$ cat config.mk
export PLATFORM = sky130hd
export DESIGN_NAME = pulse_window_meter
export DESIGN_NICKNAME = d
export VERILOG_FILES = /design/src/rtl/pulse_window_meter_pkg.sv /design/src/rtl/pulse_window_meter_edge_rise.sv /design/src/rtl/pulse_window_meter.sv
export SDC_FILE = /design/constraint.sdc
export NUM_CORES = 1
export LEC_CHECK = 0
export BUFFER_PORTS_ARGS = -buffer_cell sky130_fd_sc_hd__buf_2
export CAP_MARGIN = 20
export CORE_MARGIN = 1
export CORE_UTILIZATION = 43
export CTS_CLUSTER_SIZE = 8
export DETAILED_ROUTE_END_ITERATION = 12
export PLACE_DENSITY = 0.64
export SLEW_MARGIN = 20
export SYNTH_ARGS = -nofsm -noshare
export SYNTH_HDL_FRONTEND = slang
export SYNTH_HIERARCHICAL = 1
export SYNTH_SLANG_ARGS = --single-unit
$ cat constraint.sdc
create_clock -name clk -period 2.5 [get_ports clk]
set_input_delay 0 -clock clk [delete_from_list [all_inputs] [get_ports clk]]
set_output_delay 0 -clock clk [all_outputs]
set_load 0.05 [all_outputs]
$ cat src/rtl/pulse_window_meter_pkg.sv
// pulse_window_meter_pkg: FSM encodings and saturating-increment helper
package pulse_window_meter_pkg;
    typedef enum logic {IDLE = 1'b0, RUN = 1'b1} state_t;
    function automatic logic [31:0] sat_inc(input logic [31:0] a, input logic [31:0] max, input logic b);
        return (b && a != max) ? a + 32'd1 : a;
    endfunction
endpackage

$ cat src/rtl/pulse_window_meter_edge_rise.sv
// edge_rise: registered rising-edge detector
module edge_rise (
    input  logic clk,
    input  logic rst,
    input  logic d,
    output logic rise
);
    logic d_q;
    always_ff @(posedge clk or posedge rst)
        if (rst) d_q <= 1'b0;
        else d_q <= d;
    assign rise = d & ~d_q;
endmodule

$ cat src/rtl/pulse_window_meter.sv
// pulse_window_meter: counts input pulse rises per fixed window, result on valid/ready
module pulse_window_meter
    import pulse_window_meter_pkg::*;
#(
    parameter int CNT_W  = 8,
    parameter int WIN_W  = 8,
    parameter int WINDOW = 100
) (
    input  logic             clk,
    input  logic             rst,
    input  logic             en,
    input  logic             in_p,
    output logic [CNT_W-1:0] count,
    output logic             valid,
    input  logic             ready,
    output logic             overrun,
    output logic             busy
);
    localparam logic [WIN_W-1:0] last    = WIN_W'(WINDOW - 1);
    localparam logic [CNT_W-1:0] acc_max = {CNT_W{1'b1}};
    state_t           state;
    logic [WIN_W-1:0] win;
    logic [CNT_W-1:0] acc, nxt;
    logic             rise, close, cont;
    edge_rise u_edge (.clk(clk), .rst(rst), .d(in_p), .rise(rise));
    assign nxt   = CNT_W'(sat_inc(32'(acc), 32'(acc_max), rise));
    assign close = state == RUN && en && win == last;
    assign cont  = en && !close;
    assign busy  = state == RUN;
    // idle keeps win/acc at zero, so entry from IDLE naturally becomes window cycle 0
    always_ff @(posedge clk or posedge rst) begin
        if (rst) begin
            state   <= IDLE;
            win     <= '0;
            acc     <= '0;
            count   <= '0;
            valid   <= 1'b0;
            overrun <= 1'b0;
        end else begin
            state <= en ? RUN : IDLE;
            win   <= cont ? win + 1'b1 : '0;
            acc   <= cont ? nxt : '0;
            if (close && (!valid || ready)) begin
                count <= nxt;
                valid <= 1'b1;
            end else if (close) overrun <= 1'b1;
            else if (valid && ready) valid <= 1'b0;
        end
    end
endmodule

==> impl_results.md <==
- Fillers: 250
- First-pass GRT wire length: between 3000 and 4000 um
- Async SR Flop Fraction: between 90% and 100%
- DIE AREA: 0.003109 mm^2
- Worst r2r path cells: 5
- Initial DRC Count: 12
- Post_cts resized: 0
- Clk network pwr share: 24.8%
- Final setup TNS: 0 ns
- Post-Syn Nets: 124
- Most Used Layer, Global Route: met2
- Htree depth: 1
- FMAX: roughly 630 MHz
- Distinct cells, synth: 29
- Pre-CTS WS: slightly below 1 ns
- CTS buffer count: 3
- Switch Pwr: between 0.0001 and 0.00015 W
- Worst-margin pin slew: between 0.4 and 0.5 ns
- Syn avg cell area: approximately 11 um^2
- EDFF count, synth: 0
- Sw Ratio: between 20% and 30%
- Worst-Skew Late Latency: about 0.31 ns
- Mapped cell area: approximately 0.0012 mm^2
- DRT Pass-1 Iters: 4
- Period utilization: ~63%
- Final setup vio count: 0
- WP depth: 5
- Site Rows: 19
- Vias: approximately 880
- Initial antenna violation count: 0
- Register area: about 700 um^2
- Final Hold Slack: ~0.015 ns
- NumNets Final: approximately 150
- Synth area leaders: dfrtp_1 (56%), nor2_1 (5.4%), nand2_1 (4.2%)
- Delay-heaviest family, CP: simple AND/OR/NAND/NOR gates
- M2 GR Usage: between 20% and 30%
- Max_cap viols: 0
- Max Slew Vio Count: 0
- Area grow syn2layout: 14.60%
- Critical Path AT: between 1.5 and 2 ns
- Most common cell in the synthesized netlist: dfrtp_1
- Multi-input logic area: roughly 520 um^2
- Post-DP HPWL: 1607 um
- Core area: around 0.0028 mm^2
- Fin util: roughly half
- Vias per cell: roughly 5.2
- Pint: 0.0005368 W
- DRT Wirelength: roughly 2200 um
- Worst-case headroom to the max-slew limit: between 70 and 80%
- Antenna-violating nets left: 0
- Gr usage total: between 10% and 20%
- Proportion of layout cells with a drive suffix above 1: 19.71%
- Critical path peak fanout: 5
- Leak: between 0.6 and 0.7 nW
- Part of the power in registers: between 60% and 70%
- Yosys warnings: 6
- Crit path kind: reg -> reg
- Hold path cells: 3
- Avg WL per Cell: 12.92 um
- Peak supply drop: 274.3 uV
- Slowest stage delay, CP: approximately 0.42 ns
- Clock buffer depth: 2
- # DRC: 0
- Die Span Y: between 50 and 60 um
- Die X-Extent: roughly 56 um
- Worst min path class: in -> reg
- Setup bufs post-CTS: 0
- # IOs: 16
- Overflow after GRT: 0
- Worst endpoint required time: about 2.7 ns
- Finished Cell Area: around 0.0014 mm^2
- Vias in the first global route: 872
- Setup Skew: 0.004055 ns
- Top-area cell type share of the netlist area: about 56%
- Met1 GRT Util: between 10% and 20%
- Logic pwr share: 7.0%
- Final GP Congestion: between 0.7 and 0.8
- Largest net degree at the start of global routing: 28
- Starting Density: 45.05%
- CTS tree: yes
- Post-synthesis cell count: around 120
- Clk slew on worst S/H paths: ~0.13 ns
- Hold Buf Count CTS: 3
- Dominant synthesized flop cell: dfrtp_1
- WP buf/inv: 0
- Critical Path Start Type: flip-flop
- Met3 usage: 2.093%
- RSZ-0062 raised after global routing: no
- Setup ws final: a little over 0.9 ns
- CTS Root Buffer Type: clkbuf_4
- Critical path capture point type: flip-flop
- Area leader, netlist: dfrtp_1
- Clk sinks: 28
- #FFs+latches synth: 28
- Crit path cell chain: nor2b_4 > and4_1 > and2b_2 > mux2i_1 > o21ai_0
- IO buf count: 15
- Status: finished, final reports clean
- Hold Violations, Final: 0
- CP max-delay cell: dfrtp_1
- Placed Area: 0.001344 mm^2
- Seq/Total Area, Yosys: 56.39%
- Period minus WS final: between 1.5 and 2 ns
- P per Cell Area: 481.6 mW/mm^2
- Synth top cells by count: dfrtp_1 (28), nor2_1 (18), nand2_1 (14)
- # diodes: 0
## worst paths after layout
path | start | endpoint | slack (ns)
min | ready | valid | 0.01
max in group asynchronous | rst | count[5] | 1.95
min reg2reg | overrun | overrun | 0.49
max reg2reg | u_edge/d_q | count[7] | 0.92
min in group asynchronous | rst | u_edge/d_q | 0.06
max | u_edge/d_q | count[7] | 0.92
## cell usage in the layout (no fill, tap or decap), drive strengths merged
| cell | count |
|---|---|
| o21bai | 1 |
| xor2 | 3 |
| nor2b | 1 |
| and3 | 1 |
| nand2b | 1 |
| or2b | 2 |
| nand4 | 5 |
| and4 | 1 |
| inv | 1 |
| nand2 | 14 |
| buf | 16 |
| o21ai | 13 |
| xnor2 | 5 |
| ha | 2 |
| clkinv | 1 |
| mux2i | 3 |
| nor2 | 18 |
| nor3b | 1 |
| and4bb | 1 |
| and2 | 3 |
| nor3 | 1 |
| nand3 | 6 |
| o211ai | 1 |
| and2b | 1 |
| dlygate4sd3 | 3 |
| or4b | 1 |
| dfrtp | 28 |
| clkbuf | 3 |
## cells by family (layout without fill, tap and decap cells)
logic type / count (synthesis) / in the layout / synth area share, %
and+or+nand+nor: 57 / 57 / 24.57
DFF: 28 / 28 / 56.39
AOI/OAI and AO/OA: 15 / 15 / 7.352
xor gates and xnor gates: 8 / 8 / 5.640
buffers and inverters: 4 / 24 / 1.611
muxes: 3 / 3 / 2.417
adders and majority gates: 2 / 2 / 2.014
## worst reg2reg max path, stage by stage (launching register included)
cell and delay (ns):
dfrtp_1 0.42, nor2b_4 0.17, and4_1 0.28, and2b_2 0.17
mux2i_1 0.30, o21ai_0 0.12
## power groups by stage
stage / Clock (W) / Sequential (W) / Combinational (W)
floorplan: 0 / 0.000478 / 0.0000263
global placement: 0 / 0.000476 / 0.0000390
detailed placement: 0 / 0.000476 / 0.0000399
CTS: 0.000179 / 0.000468 / 0.0000435
global route: 0.000193 / 0.000469 / 0.0000541
finish: 0.000170 / 0.000468 / 0.0000477
## metal layers
metal	up-vias	part of all wire [%]
li1	440	-
met1	430	47
met2	7	51
met3	2	1.7
met4	0	0.74
met5	-	0
## final cells by class
cell class                 count  area share, %
tap                           31          2.724
multi-input combinational     85          36.64
clock buffer                   3          1.582
timing repair buffer          19          9.315
inverter                       2         0.5272
sequential                    28          49.21
## through the flow
stage	instances	power, W
global route	168	0.0007162
detailed placement	161	0.0005162
finish	168	0.0006857
global placement	161	0.0005151
CTS	167	0.0006907
floorplan	117	0.0005043
## state kept, by name, indices dropped and copies added (netlist names)
signal,count
overrun,1
count,8
acc,8
win,8
u_edge/d_q,1
busy,1
valid,1
No activity file was read; power rests on OpenSTA's default activity.
